--- src/rtl/wb_rr_intercon_if.sv ---
// Signal bundle for wb_rr_intercon: per-master request/response vectors,
// the shared slave bus, per-slave responses and the grant probe.
// NM = number of masters, NS = number of slaves.
interface wb_rr_intercon_if #(
    parameter int NM = 4,
    parameter int NS = 4
);
    // Master side
    logic [NM*32-1:0] m_adr_i;
    logic [NM*32-1:0] m_dat_i;
    logic [NM*4-1:0]  m_sel_i;
    logic [NM-1:0]    m_we_i;
    logic [NM-1:0]    m_cyc_i;
    logic [NM-1:0]    m_stb_i;
    logic [31:0]      m_dat_o;
    logic [NM-1:0]    m_ack_o;
    logic [NM-1:0]    m_err_o;

    // Shared slave bus
    logic [31:0]      s_adr_o;
    logic [31:0]      s_dat_o;
    logic [3:0]       s_sel_o;
    logic             s_we_o;
    logic [NS-1:0]    s_cyc_o;
    logic [NS-1:0]    s_stb_o;
    logic [NS*32-1:0] s_dat_i;
    logic [NS-1:0]    s_ack_i;
    logic [NS-1:0]    s_err_i;

    // Debug probe
    logic [NM-1:0]    grant_o;

    // Interconnect's view: it masters the shared slave bus.
    modport master (
        input  m_adr_i, m_dat_i, m_sel_i, m_we_i, m_cyc_i, m_stb_i,
        input  s_dat_i, s_ack_i, s_err_i,
        output m_dat_o, m_ack_o, m_err_o,
        output s_adr_o, s_dat_o, s_sel_o, s_we_o, s_cyc_o, s_stb_o,
        output grant_o
    );

    // View of the attached agents (bus masters and slaves together).
    modport slave (
        output m_adr_i, m_dat_i, m_sel_i, m_we_i, m_cyc_i, m_stb_i,
        output s_dat_i, s_ack_i, s_err_i,
        input  m_dat_o, m_ack_o, m_err_o,
        input  s_adr_o, s_dat_o, s_sel_o, s_we_o, s_cyc_o, s_stb_o,
        input  grant_o
    );
endinterface

--- src/rtl/wb_rr_intercon.sv ---
// Shared-bus Wishbone interconnect: NUM_MASTERS masters, NUM_SLAVES slaves.
// Round-robin arbitration with a grant locked for the whole master cycle,
// address-prefix decode, and an error pulse for unmapped addresses.
// Optional hung-slave watchdog: define WB_INTERCON_TIMEOUT_EN.
module wb_rr_intercon #(
    parameter int                                NUM_MASTERS    = 4,
    parameter int                                NUM_SLAVES     = 4,
    parameter int                                ADR_DEC_W      = 4,
    parameter logic [NUM_SLAVES*ADR_DEC_W-1:0]   SLAVE_ADDRS    = {4'h7, 4'h5, 4'h4, 4'h0},
    parameter int                                TIMEOUT_CYCLES = 255
) (
    input logic              clk,
    input logic              reset,
    wb_rr_intercon_if.master bus
);

    localparam int IDX_W = (NUM_MASTERS > 1) ? $clog2(NUM_MASTERS) : 1;

    typedef enum logic {
        ST_IDLE,
        ST_OWN
    } state_t;

    state_t                 state_q, state_d;
    logic [NUM_MASTERS-1:0] grant_q, grant_d;
    logic [IDX_W-1:0]       last_q, last_d;
    logic                   uerr_q, uerr_d;

    logic                   own;
    logic [NUM_MASTERS-1:0] sel_oh;
    logic [31:0]            g_adr;
    logic [31:0]            g_dat;
    logic [3:0]             g_sel;
    logic                   g_we;
    logic [IDX_W-1:0]       g_idx;
    logic                   g_cyc;
    logic                   g_stb;
    logic [NUM_SLAVES-1:0]  hit_oh;
    logic                   miss;
    logic [31:0]            hit_dat;
    logic                   hit_ack;
    logic                   hit_err;
    logic                   to_fire;

    assign own    = (state_q == ST_OWN);
    // While idle the shared bus shows master 0; grant_q is zero then.
    assign sel_oh = own ? grant_q : NUM_MASTERS'(1);
    assign g_cyc  = |(bus.m_cyc_i & grant_q);
    assign g_stb  = |(bus.m_stb_i & grant_q);
    assign miss   = ~|hit_oh;

    // Multiplex the selected master's request onto the shared bus.
    always_comb begin
        // NOTE: every combinational output gets a default first, so no path leaves it unassigned and no latch is inferred.
        g_adr = '0;
        g_dat = '0;
        g_sel = '0;
        g_we  = 1'b0;
        g_idx = '0;
        for (int i = 0; i < NUM_MASTERS; i++) begin
            if (sel_oh[i]) begin
                g_adr = bus.m_adr_i[32*i +: 32];
                g_dat = bus.m_dat_i[32*i +: 32];
                g_sel = bus.m_sel_i[4*i +: 4];
                g_we  = bus.m_we_i[i];
                g_idx = IDX_W'(i);
            end
        end
    end

    // Address-prefix decode; scanning downward lets the lowest matching index win.
    always_comb begin
        hit_oh = '0;
        for (int i = NUM_SLAVES - 1; i >= 0; i--) begin
            if (g_adr[31 -: ADR_DEC_W] == SLAVE_ADDRS[ADR_DEC_W*i +: ADR_DEC_W]) begin
                hit_oh    = '0;
                hit_oh[i] = 1'b1;
            end
        end
    end

    // Pick the selected slave's response; other slaves' ack/err are ignored.
    always_comb begin
        hit_dat = '0;
        hit_ack = 1'b0;
        hit_err = 1'b0;
        for (int i = 0; i < NUM_SLAVES; i++) begin
            if (hit_oh[i]) begin
                hit_dat = bus.s_dat_i[32*i +: 32];
                hit_ack = bus.s_ack_i[i];
                hit_err = bus.s_err_i[i];
            end
        end
    end

    // Arbiter next state: round-robin search in IDLE, hold the grant in OWN.
    always_comb begin
        state_d = state_q;
        grant_d = grant_q;
        last_d  = last_q;
        case (state_q)
            ST_IDLE: begin
                if (|bus.m_cyc_i) begin
                    state_d = ST_OWN;
                    grant_d = '0;
                    // Walk distances from far to near so the nearest requester after last_q overwrites.
                    for (int off = NUM_MASTERS; off >= 1; off--) begin
                        for (int i = 0; i < NUM_MASTERS; i++) begin
                            if (((int'(last_q) + off) % NUM_MASTERS == i) && bus.m_cyc_i[i]) begin
                                grant_d    = '0;
                                grant_d[i] = 1'b1;
                            end
                        end
                    end
                end
            end
            ST_OWN: begin
                if (!g_cyc) begin
                    state_d = ST_IDLE;
                    grant_d = '0;
                    last_d  = g_idx;
                end
            end
            default: state_d = ST_IDLE;
        endcase
    end

    // Unmapped strobe: one registered error pulse, never two in a row.
    assign uerr_d = own && g_stb && miss && !uerr_q;

    // Arbiter state, grant, round-robin pointer and unmapped-error pulse.
    always_ff @(posedge clk or posedge reset) begin
        if (reset) begin
            state_q <= ST_IDLE;
            grant_q <= '0;
            last_q  <= IDX_W'(NUM_MASTERS - 1);
            uerr_q  <= 1'b0;
        end else begin
            // NOTE: sequential state uses non-blocking assignment so every flop samples pre-edge values.
            state_q <= state_d;
            grant_q <= grant_d;
            last_q  <= last_d;
            uerr_q  <= uerr_d;
        end
    end

`ifdef WB_INTERCON_TIMEOUT_EN
    localparam int TO_W = (TIMEOUT_CYCLES > 255) ? 16 : 8;

    logic [TO_W-1:0] to_cnt_q, to_cnt_d;

    assign to_fire = own && g_stb && (to_cnt_q == TO_W'(TIMEOUT_CYCLES));

    // Watchdog count of strobed cycles still waiting for a slave response.
    always_comb begin
        to_cnt_d = to_cnt_q + 1'b1;
        if (!own || !g_stb || hit_ack || hit_err || uerr_q || to_fire) begin
            to_cnt_d = '0;
        end
    end

    // Watchdog counter register.
    always_ff @(posedge clk or posedge reset) begin
        if (reset) begin
            to_cnt_q <= '0;
        end else begin
            to_cnt_q <= to_cnt_d;
        end
    end
`else
    assign to_fire = 1'b0;
`endif

    // Drive both sides of the bus; only OWN forwards handshakes, reset blanks everything.
    always_comb begin
        bus.s_adr_o = g_adr;
        bus.s_dat_o = g_dat;
        bus.s_sel_o = g_sel;
        bus.s_we_o  = g_we;
        bus.s_cyc_o = '0;
        bus.s_stb_o = '0;
        bus.m_dat_o = '0;
        bus.m_ack_o = '0;
        bus.m_err_o = '0;
        if (own) begin
            bus.m_dat_o = hit_dat;
            // A watchdog abort withdraws the slave cycle and swallows a late ack.
            if (!to_fire) begin
                bus.s_cyc_o = hit_oh & {NUM_SLAVES{g_cyc}};
                bus.s_stb_o = hit_oh & {NUM_SLAVES{g_stb}};
                bus.m_ack_o = grant_q & {NUM_MASTERS{hit_ack}};
            end
            bus.m_err_o = grant_q & {NUM_MASTERS{hit_err || uerr_q || to_fire}};
        end
        if (reset) begin
            bus.s_adr_o = '0;
            bus.s_dat_o = '0;
            bus.s_sel_o = '0;
            bus.s_we_o  = 1'b0;
        end
    end

    assign bus.grant_o = grant_q;

endmodule

--- src/flat_wrapper.sv ---
// flat-port wrapper written by rule: the top's interface ports become plain ports
module wb_rr_intercon_flat 
#(
    parameter int                                NUM_MASTERS    = 4,
    parameter int                                NUM_SLAVES     = 4,
    parameter int                                ADR_DEC_W      = 4,
    parameter logic [NUM_SLAVES*ADR_DEC_W-1:0]   SLAVE_ADDRS    = {4'h7, 4'h5, 4'h4, 4'h0},
    parameter int                                TIMEOUT_CYCLES = 255
)
  (clk, reset, bus_m_adr_i, bus_m_dat_i, bus_m_sel_i, bus_m_we_i, bus_m_cyc_i, bus_m_stb_i, bus_s_dat_i, bus_s_ack_i, bus_s_err_i, bus_m_dat_o, bus_m_ack_o, bus_m_err_o, bus_s_adr_o, bus_s_dat_o, bus_s_sel_o, bus_s_we_o, bus_s_cyc_o, bus_s_stb_o, bus_grant_o);
  wb_rr_intercon_if #(.NM((4)), .NS((4))) bus_i ();
  input logic clk;
  input logic reset;
  input wire logic [$bits(bus_i.m_adr_i)-1:0] bus_m_adr_i;
  input wire logic [$bits(bus_i.m_dat_i)-1:0] bus_m_dat_i;
  input wire logic [$bits(bus_i.m_sel_i)-1:0] bus_m_sel_i;
  input wire logic [$bits(bus_i.m_we_i)-1:0] bus_m_we_i;
  input wire logic [$bits(bus_i.m_cyc_i)-1:0] bus_m_cyc_i;
  input wire logic [$bits(bus_i.m_stb_i)-1:0] bus_m_stb_i;
  input wire logic [$bits(bus_i.s_dat_i)-1:0] bus_s_dat_i;
  input wire logic [$bits(bus_i.s_ack_i)-1:0] bus_s_ack_i;
  input wire logic [$bits(bus_i.s_err_i)-1:0] bus_s_err_i;
  output wire logic [$bits(bus_i.m_dat_o)-1:0] bus_m_dat_o;
  output wire logic [$bits(bus_i.m_ack_o)-1:0] bus_m_ack_o;
  output wire logic [$bits(bus_i.m_err_o)-1:0] bus_m_err_o;
  output wire logic [$bits(bus_i.s_adr_o)-1:0] bus_s_adr_o;
  output wire logic [$bits(bus_i.s_dat_o)-1:0] bus_s_dat_o;
  output wire logic [$bits(bus_i.s_sel_o)-1:0] bus_s_sel_o;
  output wire logic [$bits(bus_i.s_we_o)-1:0] bus_s_we_o;
  output wire logic [$bits(bus_i.s_cyc_o)-1:0] bus_s_cyc_o;
  output wire logic [$bits(bus_i.s_stb_o)-1:0] bus_s_stb_o;
  output wire logic [$bits(bus_i.grant_o)-1:0] bus_grant_o;
  assign bus_i.m_adr_i = bus_m_adr_i;
  assign bus_i.m_dat_i = bus_m_dat_i;
  assign bus_i.m_sel_i = bus_m_sel_i;
  assign bus_i.m_we_i = bus_m_we_i;
  assign bus_i.m_cyc_i = bus_m_cyc_i;
  assign bus_i.m_stb_i = bus_m_stb_i;
  assign bus_i.s_dat_i = bus_s_dat_i;
  assign bus_i.s_ack_i = bus_s_ack_i;
  assign bus_i.s_err_i = bus_s_err_i;
  assign bus_m_dat_o = bus_i.m_dat_o;
  assign bus_m_ack_o = bus_i.m_ack_o;
  assign bus_m_err_o = bus_i.m_err_o;
  assign bus_s_adr_o = bus_i.s_adr_o;
  assign bus_s_dat_o = bus_i.s_dat_o;
  assign bus_s_sel_o = bus_i.s_sel_o;
  assign bus_s_we_o = bus_i.s_we_o;
  assign bus_s_cyc_o = bus_i.s_cyc_o;
  assign bus_s_stb_o = bus_i.s_stb_o;
  assign bus_grant_o = bus_i.grant_o;
  wb_rr_intercon #(.NUM_MASTERS(NUM_MASTERS), .NUM_SLAVES(NUM_SLAVES), .ADR_DEC_W(ADR_DEC_W), .SLAVE_ADDRS(SLAVE_ADDRS), .TIMEOUT_CYCLES(TIMEOUT_CYCLES)) u_core (.clk(clk), .reset(reset), .bus(bus_i));
endmodule
--- config.mk ---
export PLATFORM = sky130hd
export DESIGN_NAME = wb_rr_intercon_flat
export DESIGN_NICKNAME = d
export VERILOG_FILES = /design/src/rtl/wb_rr_intercon_if.sv /design/src/rtl/wb_rr_intercon.sv /design/src/flat_wrapper.sv
export SDC_FILE = /design/constraint.sdc
export NUM_CORES = 1
export LEC_CHECK = 0
export BUFFER_PORTS_ARGS = -buffer_cell sky130_fd_sc_hd__buf_4
export CORE_AREA = 5 5 211 213
export CTS_BUF_LIST = sky130_fd_sc_hd__clkbuf_16
export CTS_CLUSTER_SIZE = 25
export DETAILED_ROUTE_END_ITERATION = 8
export DIE_AREA = 0 0 216 218
export SLEW_MARGIN = 25
export SYNTH_ARGS = -nofsm -noshare
export SYNTH_HDL_FRONTEND = slang
export SYNTH_SLANG_ARGS = --single-unit
export TNS_END_PERCENT = 10
--- constraint.sdc ---
create_clock -name clk -period 3.1 [get_ports clk]
set_input_delay 0 -clock clk [delete_from_list [all_inputs] [get_ports clk]]
set_output_delay 0 -clock clk [all_outputs]
set_load 0.005 [all_outputs]
==> metrics.yaml <==
cts:
  clk-insertion-delay-late_ns: 0.24
  clockRootBuffer: "clkbuf_16"
  cts_buffers: 3
  cts_sinks: 8
  post-cts-setup-buffer-count: 0
  tritoncts: "yes"
  clockBufferDepth: 2
  cts.clk_slew.worst_paths_ns: 0.04
  cts-htree-levels: 1
placed_design:
  dpl_cell_area_mm2: 0.00871
  dp_hpwl_um: 29600
  portBuffers: 542
  dp.cells: 1761
  routabilityCongestion: 0.893
  dp_slack_ns: 0.346
yosys:
  yosysMostFrequentCell: "nor2_1"
  syn_area_mm2: 0.00399
  synth_nets: 1150
  ys_warn_count: 0
  avgSynthCellArea_um2: 5.48
  yosysTopAreaCell: "a221oi_1"
  synthFlopType: "dfrtp_1"
  ys_top_cells_by_count: "nor2_1 (141), a21oi_1 (105), nor3_1 (67), a221oi_1 (65), clkbuf_1 (54)"
  ys_seq_area_frac: 0.0508
  synth_seq_cells: 8
  synth_edf_count: 0
  ys_async_sr_fraction: 1.00
  synth_top_area_share: 0.143
  netlist_instances: 728
  synthTopCellsByArea: "a221oi_1 (14%), nor2_1 (13%), a21oi_1 (13%), nor3_1 (8.4%), a21o_1 (6.6%)"
  synth_cell_types: 47
run_status:
  status: "completed"
layout:
  stdcell_count: 1767
  design_area_mm2: 0.00883
  layout-drive-gt1-share: 0.486
  num-fill-cells: 4840
  finish.utilization: 0.208
  nets: 1643
  area_growth_syn_to_layout_pct: 121
grt:
  gr-total-overflow: 0
  grt_pass1_wl_um: 50300
  grt_antenna_before_repair: 1
  grt_pass1_vias: 8103
  grt_max_degree: 71
  grt_usage: 0.137
floorplanning:
  core.rowCount: 76
  initial_utilization: 0.0938
  die_area_mm2: 0.0471
  pin_count: 543
  core_mm2: 0.0425
  die_w_um: 216
  dieHeight_um: 218
drt:
  drc: 0
  ant_nets: 0
  via_per_inst: 4.48
  drt_wl_total_um: 35700
  wl_per_cell_um: 20.2
  num_vias: 7912
  drt_first_pass_iters: 5
  detailedRoute.firstIterationViolations: 455
power:
  leakage_nw: 4.11
  p_per_area_mw_per_mm2: 840
  total_power_mw: 7.41
  vdd_drop_max_mv: 0.528
timing:
  fin_crit_ns: 2.91
  clock_skew_ns: 0.000958
  period_share: 0.940
  timing.hold.ws_ns: 0.0337
  worstMarginPinSlew_ns: 0.871
  slew_viol_final: 0
  hold_viol_final: 0
  rsz0062_at_grt: "false"
  slew_headroom: 0.419
  finalSetupViolCount: 0
  finalSetupTns_ns: 0
  final.setup.worst_slack_ns: 0.187
  fmax_mhz: 343
worst_setup_path:
  crit_fanout: 45
  criticalPathCategory: "reg2out"
  max_stage_delay_ns: 0.54
  cp-end-kind: "output pin"
  critPathArrivalTime_ns: 2.91
  startpoint_type: "register"
  r2r-start: "u_core.bus.grant_o[2]"
  crit_chain: "buf_6 -> and2_2 -> buf_12 -> buf_4 -> a221oi_1 -> nor3_1 -> a21oi_1 -> nor2_1 -> buf_4"
  cp_slowest_cell: "dfrtp_2"
  crit_family: "buffers and inverters"
  path_common_cell: "buf_4"
  crit_buf_inv: 4
  crit_path_start: "u_core.own"
  worstPathRequired_ns: 3.10
worst_hold_path:
  min_from: "bus_m_cyc_i[3]"
  hp-class: "in2reg"
job:
  max-cap-violations: 0
timing repair:
item / in CTS / in global routing
hold buffers: 0 / 0
resized for setup: 0 / 1
setup endpoints to repair: 0 / 3
state kept, by name, summed over array words and instances, names as in the netlist:
signal and count:
u_core.bus.grant_o 4, u_core.last_q 2, u_core.own 1, u_core.uerr_q 1
area by class of cell:
cell class / instances / area, µm² / area share
clock buffers: 3 / 75.1 / 0.00851
inverters: 8 / 30.0 / 0.00340
repair buffers: 574 / 4400 / 0.498
well taps: 546 / 683 / 0.0774
clock inverters: 1 / 3.75 / 0.000425
multi-input cells: 626 / 3430 / 0.389
diodes: 1 / 2.50 / 0.000284
flip-flops and latches: 8 / 204 / 0.0231
metal layers:
| layer | global-route usage | share of wire | vias to the layer above |
|---|---|---|---|
| met5 | 0 | 0 | - |
| met4 | 0.0515 | 0.040 | 0 |
| met3 | 0.0355 | 0.096 | 59 |
| met2 | 0.237 | 0.47 | 527 |
| met1 | 0.165 | 0.39 | 3643 |
| li1 | - | - | 3683 |
cell usage in the layout (no fill, tap or decap), types with 3 or more instances in the layout:
| cell | n |
|---|---|
| nor2b_1 | 4 |
| dfrtp_1 | 5 |
| nand3_1 | 37 |
| a21o_1 | 35 |
| a32o_1 | 3 |
| nand2_1 | 51 |
| o21ai_0 | 41 |
| inv_1 | 9 |
| a211oi_1 | 6 |
| a22o_1 | 3 |
| a221oi_1 | 65 |
| clkbuf_16 | 3 |
| a21oi_1 | 105 |
| o21ai_1 | 28 |
| buf_12 | 5 |
| buf_4 | 567 |
| nor3_1 | 67 |
| nor2_1 | 141 |
| nand2b_1 | 3 |
worst reg2reg max path, cell delays in order, from the launching register on:
cell	delay (ns)
dfrtp_1	0.54
or3b_1	0.39
a31o_2	0.25
nand2_1	0.20
nand2_1	0.15
o21ai_0	0.11
a211oi_1	0.10
worst paths after layout:
path,end,slack (ns),cells after the start
max,bus_s_dat_o[1],0.19,9
min,u_core.bus.grant_o[3],0.03,3
max reg2reg,u_core.uerr_q,1.20,6
min reg2reg,u_core.uerr_q,0.52,1
max in group asynchronous,u_core.last_q[1],2.62,2
min in group asynchronous,u_core.bus.grant_o[2],0.18,2
where the power goes:
group	switching, mW	total [mW]	internal [mW]
combinational	4.03	6.93	2.89
clock	0.0613	0.230	0.169
sequential	0.0962	0.254	0.158
kinds of logic (layout without fill, tap and decap cells):
kind of cell	Yosys count	in the layout	synth area share
AND/OR/NAND/NOR	320	320	0.352
flip-flops	8	8	0.0508
buffers and inverters	94	586	0.0989
other	0	1	0
AO/OA/AOI/OAI	305	305	0.495
multiplexers	1	1	0.00282
Note: power is estimated with default switching activity, not from simulation.
